[config.mk]
export PLATFORM = sky130hd
export DESIGN_NAME = gray_conv_pipe
export DESIGN_NICKNAME = d
export VERILOG_FILES = /design/src/rtl/gray_conv_pkg.sv /design/src/rtl/gray_prefix_xor.sv /design/src/rtl/gray_conv_pipe.sv
export SDC_FILE = /design/constraint.sdc
export NUM_CORES = 1
export LEC_CHECK = 0
export ABC_AREA = 0
export CAP_MARGIN = 20
export CORE_AREA = 2 2 41 62
export CTS_BUF_LIST = sky130_fd_sc_hd__clkbuf_4 sky130_fd_sc_hd__clkbuf_8
export CTS_CLUSTER_SIZE = 20
export DETAILED_ROUTE_END_ITERATION = 16
export DIE_AREA = 0 0 43 64
export PLACE_DENSITY = 0.7
export SLEW_MARGIN = 10
export SYNTH_ARGS = -nofsm -noshare
export SYNTH_HDL_FRONTEND = slang
export SYNTH_SLANG_ARGS = --single-unit
[constraint.sdc]
create_clock -name clk -period 1.3 [get_ports clk]
set_input_delay 0.26 -clock clk [delete_from_list [all_inputs] [get_ports clk]]
set_output_delay 0.26 -clock clk [all_outputs]
set_load 0.005 [all_outputs]
[src/rtl/gray_conv_pkg.sv]
// Shared types and helpers for the pipelined Gray/binary converter.
// Mode encoding and the split point between the two XOR stages.
package gray_conv_pkg;

  typedef enum logic {
    MODE_G2B = 1'b0,
    MODE_B2G = 1'b1
  } conv_mode_e;

  function automatic int split_h(input int w);
    return w / 2;
  endfunction

endpackage

[src/rtl/gray_prefix_xor.sv]
// Suffix-XOR over N bits seeded by a carry-in bit.
// o_data[i] = i_cin ^ XOR(i_data[N-1:i]).
module gray_prefix_xor #(
  parameter int N = 4
) (
  input  logic [N-1:0] i_data,
  input  logic         i_cin,
  output logic [N-1:0] o_data
);

  logic w_acc;

  always_comb begin
    w_acc  = i_cin;
    o_data = '0;
    for (int i = N - 1; i >= 0; i--) begin
      w_acc     = w_acc ^ i_data[i];
      o_data[i] = w_acc;
    end
  end

endmodule

[src/rtl/gray_conv_pipe.sv]
// Two-stage Gray<->binary converter with per-beat mode and
// valid/ready flow control; G2B XOR chain is split across stages.
import gray_conv_pkg::*;

module gray_conv_pipe #(
  parameter int WIDTH = 8
) (
  input  logic             clk,
  input  logic             rst_n,
  input  logic             in_valid,
  output logic             in_ready,
  input  logic [WIDTH-1:0] in_data,
  input  logic             in_mode,
  output logic             out_valid,
  input  logic             out_ready,
  output logic [WIDTH-1:0] out_data,
  output logic             out_mode
);

  localparam int H  = split_h(WIDTH);
  localparam int UW = WIDTH - H;

  conv_mode_e       w_in_mode;
  logic [UW-1:0]    w_up;
  logic [H-1:0]     w_lo;
  logic [WIDTH-1:0] w_s1_next;
  logic [WIDTH-1:0] w_s2_next;
  logic             w_s1_ready;
  logic             w_s2_ready;

  conv_mode_e       r_s1_mode;
  logic [WIDTH-1:0] r_s1_data;
  logic             r_s1_valid;
  conv_mode_e       r_s2_mode;
  logic [WIDTH-1:0] r_s2_data;
  logic             r_s2_valid;

  assign w_in_mode  = conv_mode_e'(in_mode);
  assign w_s2_ready = !r_s2_valid | out_ready;
  assign w_s1_ready = !r_s1_valid | w_s2_ready;
  assign in_ready   = w_s1_ready;

  gray_prefix_xor #(.N(UW)) u_up (
    .i_data (in_data[WIDTH-1:H]),
    .i_cin  (1'b0),
    .o_data (w_up)
  );

  // Lower half continues the chain from the resolved b[H]
  gray_prefix_xor #(.N(H)) u_lo (
    .i_data (r_s1_data[H-1:0]),
    .i_cin  (r_s1_data[H]),
    .o_data (w_lo)
  );

  always_comb begin
    w_s1_next = '0;
    unique case (w_in_mode)
      MODE_B2G: w_s1_next = in_data ^ (in_data >> 1);
      MODE_G2B: w_s1_next = {w_up, in_data[H-1:0]};
    endcase
  end

  always_comb begin
    w_s2_next = '0;
    unique case (r_s1_mode)
      MODE_B2G: w_s2_next = r_s1_data;
      MODE_G2B: w_s2_next = {r_s1_data[WIDTH-1:H], w_lo};
    endcase
  end

  always_ff @(posedge clk or negedge rst_n) begin
    if (!rst_n) begin
      r_s1_valid <= 1'b0;
      r_s1_mode  <= MODE_G2B;
      r_s1_data  <= '0;
    end else if (w_s1_ready) begin
      r_s1_valid <= in_valid;
      if (in_valid) begin
        r_s1_mode <= w_in_mode;
        r_s1_data <= w_s1_next;
      end
    end
  end

  always_ff @(posedge clk or negedge rst_n) begin
    if (!rst_n) begin
      r_s2_valid <= 1'b0;
      r_s2_mode  <= MODE_G2B;
      r_s2_data  <= '0;
    end else if (w_s2_ready) begin
      r_s2_valid <= r_s1_valid;
      if (r_s1_valid) begin
        r_s2_mode <= r_s1_mode;
        r_s2_data <= w_s2_next;
      end
    end
  end

  assign out_valid = r_s2_valid;
  assign out_data  = r_s2_data;
  assign out_mode  = r_s2_mode;

endmodule

==> metrics.txt, run 1 <==
synth warn 0; Mapped Nets 101; Power Density 1400 nW/um2; Fin. Hold Viols 0; die height 64 um; Design Area, Final approximately 1400 um2; crit path kind reg -> reg; reg2reg end out_data[0]; Core ar. 2210 um2; vias per cell 4.76; Setup WS pre-CTS -321 ps; post-synthesis sequential area ratio 0.542; io pins 24; Port Buf Inserts 23; maximum vdd drop 0.695 mV; commonest cells after routing, fill and taps aside nand2_1 (23), dfrtp_1 (20), buf_4 (16); Wirelength per Cell 10.9 um; Placer Congestion 0.710; All-Layer GR Usage 0.143; final std cells w/o fill around 150; FF-to-FF Start r_s1_data[2]; share of cells above drive strength 1 0.221; Cell Rows 21; Worst Path Arrival around 1800 ps; drt total wl 1690 um; fmax 652 MHz; root buf cell clkbuf_4; final period utilization 1.18; DP HPWL 1350 um; Worst Tran Pin Value 250 ps; RSZ-0062 raised after global routing yes; final setup margin -233 ps; CP startpoint kind flop; violated checks setup timing; Max Slew Vio Count 0; H-Tree Depth 1; number of synthesized register bits 20; mapped cell area around 920 um2; TritonRoute pass-1 iters 4; critical path endpoint category flop; die area 2750 um2; CP Max Fanout 2; final setup vio count 2; vias in the first global route 699; Syn Area/Cell between 10 and 15 um2; CTS Sinks 20; number of diodes 0; # DRC 0; leakage power 0.641 nW; area post-placement 1290 um2; initial DRC count 18; Max-slew headroom 0.833; pin count of the biggest net entering global routing 21; Max-Cap Viols 0; Congestion Overflow GR 0; R2R cell count 4; Post-Syn Instances 88; die width 43 um; worst setup path startpoint r_s1_data[2]; CP required between 1500 and 2000 ps; antenna violations before repair 0; area growth from synthesis to layout 46.5%; vias post-DR 733; Inserted Clock Buffers 3; Tmin final 1530 ps; worst hold path class in -> async; number of nets in the layout around 150; clk slew on worst S/H paths about 110 ps; first-pass GRT wire length 2870 um; Placed Instances 146; outcome finished with violations; reg2reg setup slack -230 ps; Worst Clk Skew around 5.8 ps; final antenna-violating net count 0; Netlist cell types 16; CTS tree yes; CTS max path bufs 2; most common library cell in the layout ignoring fill and taps nand2_1; Starting Density 0.418; Post-CTS Hold Buffers 0; clock latency on the worst-skew pair 300 ps
## power breakdown
part	internal, mW	switching, mW
logic	0.427	0.267
registers	0.766	0.0734
clock network	0.171	0.184
## registers in the layout, summed over array words and instances, names as in the netlist
name,cells
out_valid,1
r_s1_mode,1
out_mode,1
r_s1_valid,1
r_s1_data,8
out_data,8
## stage by stage
| stage | setup TNS [ps] | hold WS, ps | power (mW) | utilization |
|---|---|---|---|---|
| after floorplan | -161 | -35.6 | 1.15 | - |
| final | -250 | 291 | 1.89 | 0.613 |
| after global routing | -365 | 306 | 2.01 | 0.613 |
| after detailed placement | -3850 | 470 | 1.54 | 0.586 |
| after CTS | -276 | 292 | 1.92 | 0.613 |
| after global placement | -3430 | 459 | 1.51 | 0.586 |
## how the worst max path moves through the flow
stage | end | slack, ps
global placement | in_ready | -320
CTS | out_data[0] | -210
finish | out_data[0] | -230
global route | out_data[0] | -310
detailed placement | in_ready | -320
floorplan | out_data[0] | -160
## worst max-delay path, cell delays in order (launching register included)
cell and delay [ps]:
dfrtp_1 390, xnor3_1 390, xor2_1 170, or4_1 410
nand3_1 100
## area by class of cell
| type | instances | area (um2) |
|---|---|---|
| clock buffer | 4 | 36.3 |
| fill | 208 | 855 |
| multi-input combinational | 66 | 423 |
| sequential | 20 | 500 |
| tap | 23 | 28.8 |
| timing repair buffer | 41 | 364 |
## layer usage
metal	part of all wire	vias up	wire length (um)	GRT usage
met4	0.039	0	66	0.125
met1	0.39	336	665	0.148
li1	-	375	-	-
met2	0.54	18	910	0.250
met3	0.025	4	42	0.00847
met5	0	-	0	0
## kinds of logic after synthesis
kind of cell | count (synthesis) | synth area share
flops | 20 | 0.542
mux | 5 | 0.0610
buf+inv | 2 | 0.00813
xor+xnor | 15 | 0.157
simple gates | 35 | 0.168
compound gates | 11 | 0.0637
## timing repair
item,4_1_cts,5_1_grt
pin swaps,2,3
gates resized for setup,15,2
buffers inserted,4,0
endpoints found under the setup margin,12,7
gates cloned,0,0
## cell usage after synthesis
cell	number	share of area
dfrtp_1	20	0.54
nor2b_1	2	0.014
o2111ai_1	1	0.0095
and2_1	1	0.0068
nand3_1	1	0.0054
nand2_1	23	0.093
xnor2_1	7	0.066
nor2_1	3	0.012
mux2_2	5	0.061
o21ai_0	10	0.054
or4_1	1	0.0081
clkbuf_1	2	0.0081
nand3b_1	1	0.0081
xor2_1	7	0.066
xnor3_1	1	0.024
nand2b_1	3	0.020
(Power assumes the default switching activity.)
==> inputs of run 2 (changes only) <==
- CTS_CLUSTER_SIZE: 20 -> default
- MAX_ROUTING_LAYER: default -> met4
==> results of run 2 <==
Final layout, timing and power as in run 1 (identical DEF).
Among the figures that moved: final weighted congestion in routability-driven placement 0.710 -> 0.718; overall routing resource usage 0.143 -> 0.147
==> inputs of run 3 (changes only) <==
- CORE_AREA: 2 2 41 62 -> 2 2 44 46
- DIE_AREA: 0 0 43 64 -> 0 0 46 48
- DONT_BUFFER_PORTS: default -> 1
- PLACE_DENSITY: 0.7 -> 0.69
==> metrics.txt, run 3 (synthesis results as in run 1) <==
outcome finished with violations; violated checks setup timing; # DRC 0 (unchanged); Congestion Overflow GR 0 (unchanged); number of diodes 0 (unchanged); commonest cells after routing, fill and taps aside nand2_1 (22), dfrtp_1 (20), o21ai_0 (9); Fin. Hold Viols 0 (unchanged); Power Density 1500 nW/um2 (+7.7%); root buf cell clkbuf_4; leakage power 0.481 nW (-25%); CP Depth 4 (unchanged); Starting Density 0.547 (+0.128); Largest stage delay, worst path 420 ps (about the same); die width 46 um (+7.0%); vias in the first global route 616 (-12%); area growth from synthesis to layout 13.8%; drt total wl 1620 um (-4.1%); Max Slew Vio Count 0 (unchanged); Tmin final 1530 ps (-7.90 ps); Worst Tran Pin Value 878 ps (+627 ps); CP max stage cell xnor3_1; vias per cell 5.40 (+13%); hold_ws 76.9 ps (-214 ps); H-Tree Depth 1 (unchanged); crit path buf inv count 0 (unchanged); maximum vdd drop 0.801 mV (+15%); die area 2210 um2 (-20%); Cell Rows 15 (-29%); share of cells above drive strength 1 0.192 (-0.0295); worst hold path class in -> reg; clock latency on the worst-skew pair 290 ps (about the same); final period utilization 1.17 (-0.00608); Port Buf Inserts 0 (-100%); first-pass GRT wire length 2520 um (-12%); CP required 1530 ps (about the same); most common library cell in the layout ignoring fill and taps nand2_1; vias post-DR 626 (-15%); critical path endpoint category flop; final antenna-violating net count 0 (unchanged); R2R cell count 4 (unchanged); pin count of the biggest net entering global routing 21 (unchanged); fmax 656 MHz (+0.52%); grt peak-use layer met2; final setup margin -225 ps (+7.90 ps); clk slew on worst S/H paths 100 ps (about the same); final setup vio count 2 (unchanged); met3 Usage GRT 0.0453 (+0.0368); Placer Congestion 0.728; Core ar. 1690 um2 (-23%); area of the multi-input gates 425 um2 (+0.59%); io pins 24 (unchanged); Inserted Clock Buffers 3 (unchanged); Tot Pwr 1.58 mW (-16%); TritonRoute pass-1 iters 4 (unchanged); crit path kind reg -> reg; CTS tree yes; Wirelength per Cell 13.9 um (+27%); Max-slew headroom 0.413 (-0.420); All-Layer GR Usage 0.174; GR Layer Usage met1 0.178 (+0.0296); number of nets in the layout 114 (-21%); GR met2 Demand/Resource 0.306 (+0.0556); Worst Clk Skew 8.33 ps (+2.58 ps); CP cell instances xnor3_1 -> xor2_1 -> or4_1 -> nand3_1; antenna violations before repair 0 (unchanged); CTS max path bufs 2 (unchanged); DP HPWL 1180 um (-13%); Sequential Area 500 um2 (unchanged); die height 48 um (-25%); Worst Hold Path Cells 2; CP Max Fanout 2 (unchanged); Worst Path Arrival 1750 ps (-20 ps); RSZ-0062 raised after global routing yes; CP startpoint kind flop; initial DRC count 9 (-9); Max-Cap Viols 0 (unchanged); Top delay family on crit path XOR/XNOR gates; fillers 142 (-32%); CTS Sinks 20 (unchanged)
==> run 3: final timing paths <==
path                                   start      endpoint  slack (ps)
min in group asynchronous              rst_n   out_data[1]         520
worst min-delay path                 in_mode     r_s1_mode          80
max in group asynchronous              rst_n   out_data[7]         240
worst min register to register  r_s1_data[6]  r_s1_data[6]         480
worst max-delay path            r_s1_data[2]   out_data[0]        -230
worst max register to register  r_s1_data[2]   out_data[0]        -230
==> run 3: report_power, final <==
group          leakage (nW)  switching, mW  total, mW  internal [mW]
Sequential            0.243          0.100      0.868          0.767
Combinational         0.225          0.197      0.437          0.240
Clock                0.0138          0.167      0.275          0.108
Total                 0.481          0.465       1.58           1.11
==> run 3: area by class of cell <==
| cell class | instances | share of cell area |
|---|---|---|
| timing repair buffer | 10 | 0.0774 |
| multi-input combinational | 66 | 0.405 |
| sequential | 20 | 0.476 |
| clock buffer | 3 | 0.0214 |
| tap | 17 | 0.0202 |
==> run 3: timing repair <==
item                                    in CTS  in global routing
hold endpoints to repair                    20                  0
hold buffers                                 1                  0
setup buffers                                0                  2
endpoints found under the setup margin       1                  9
cloned                                       0                  0
gates resized for setup                      0                  5
pin swaps                                    0                  2
==> run 3: stage by stage <==
step	setup WS, ps	utilization	cells	TNS (ps)	area, um2
3_3_place_gp	-142	0.586	110	-142	990
4_1_cts	-218	0.605	114	-218	1020
2_1_floorplan	-161	-	88	-161	925
3_5_place_dp	-189	0.586	110	-189	990
6_report	-225	0.622	116	-253	1050
5_1_grt	-293	0.622	116	-447	1050
==> run 3: routing by layer <==
metal | routed length [um] | vias to the layer above
met4 | 50 | 0
met1 | 680 | 286
met2 | 799 | 21
met3 | 87 | 6
li1 | - | 313
met5 | 0 | -
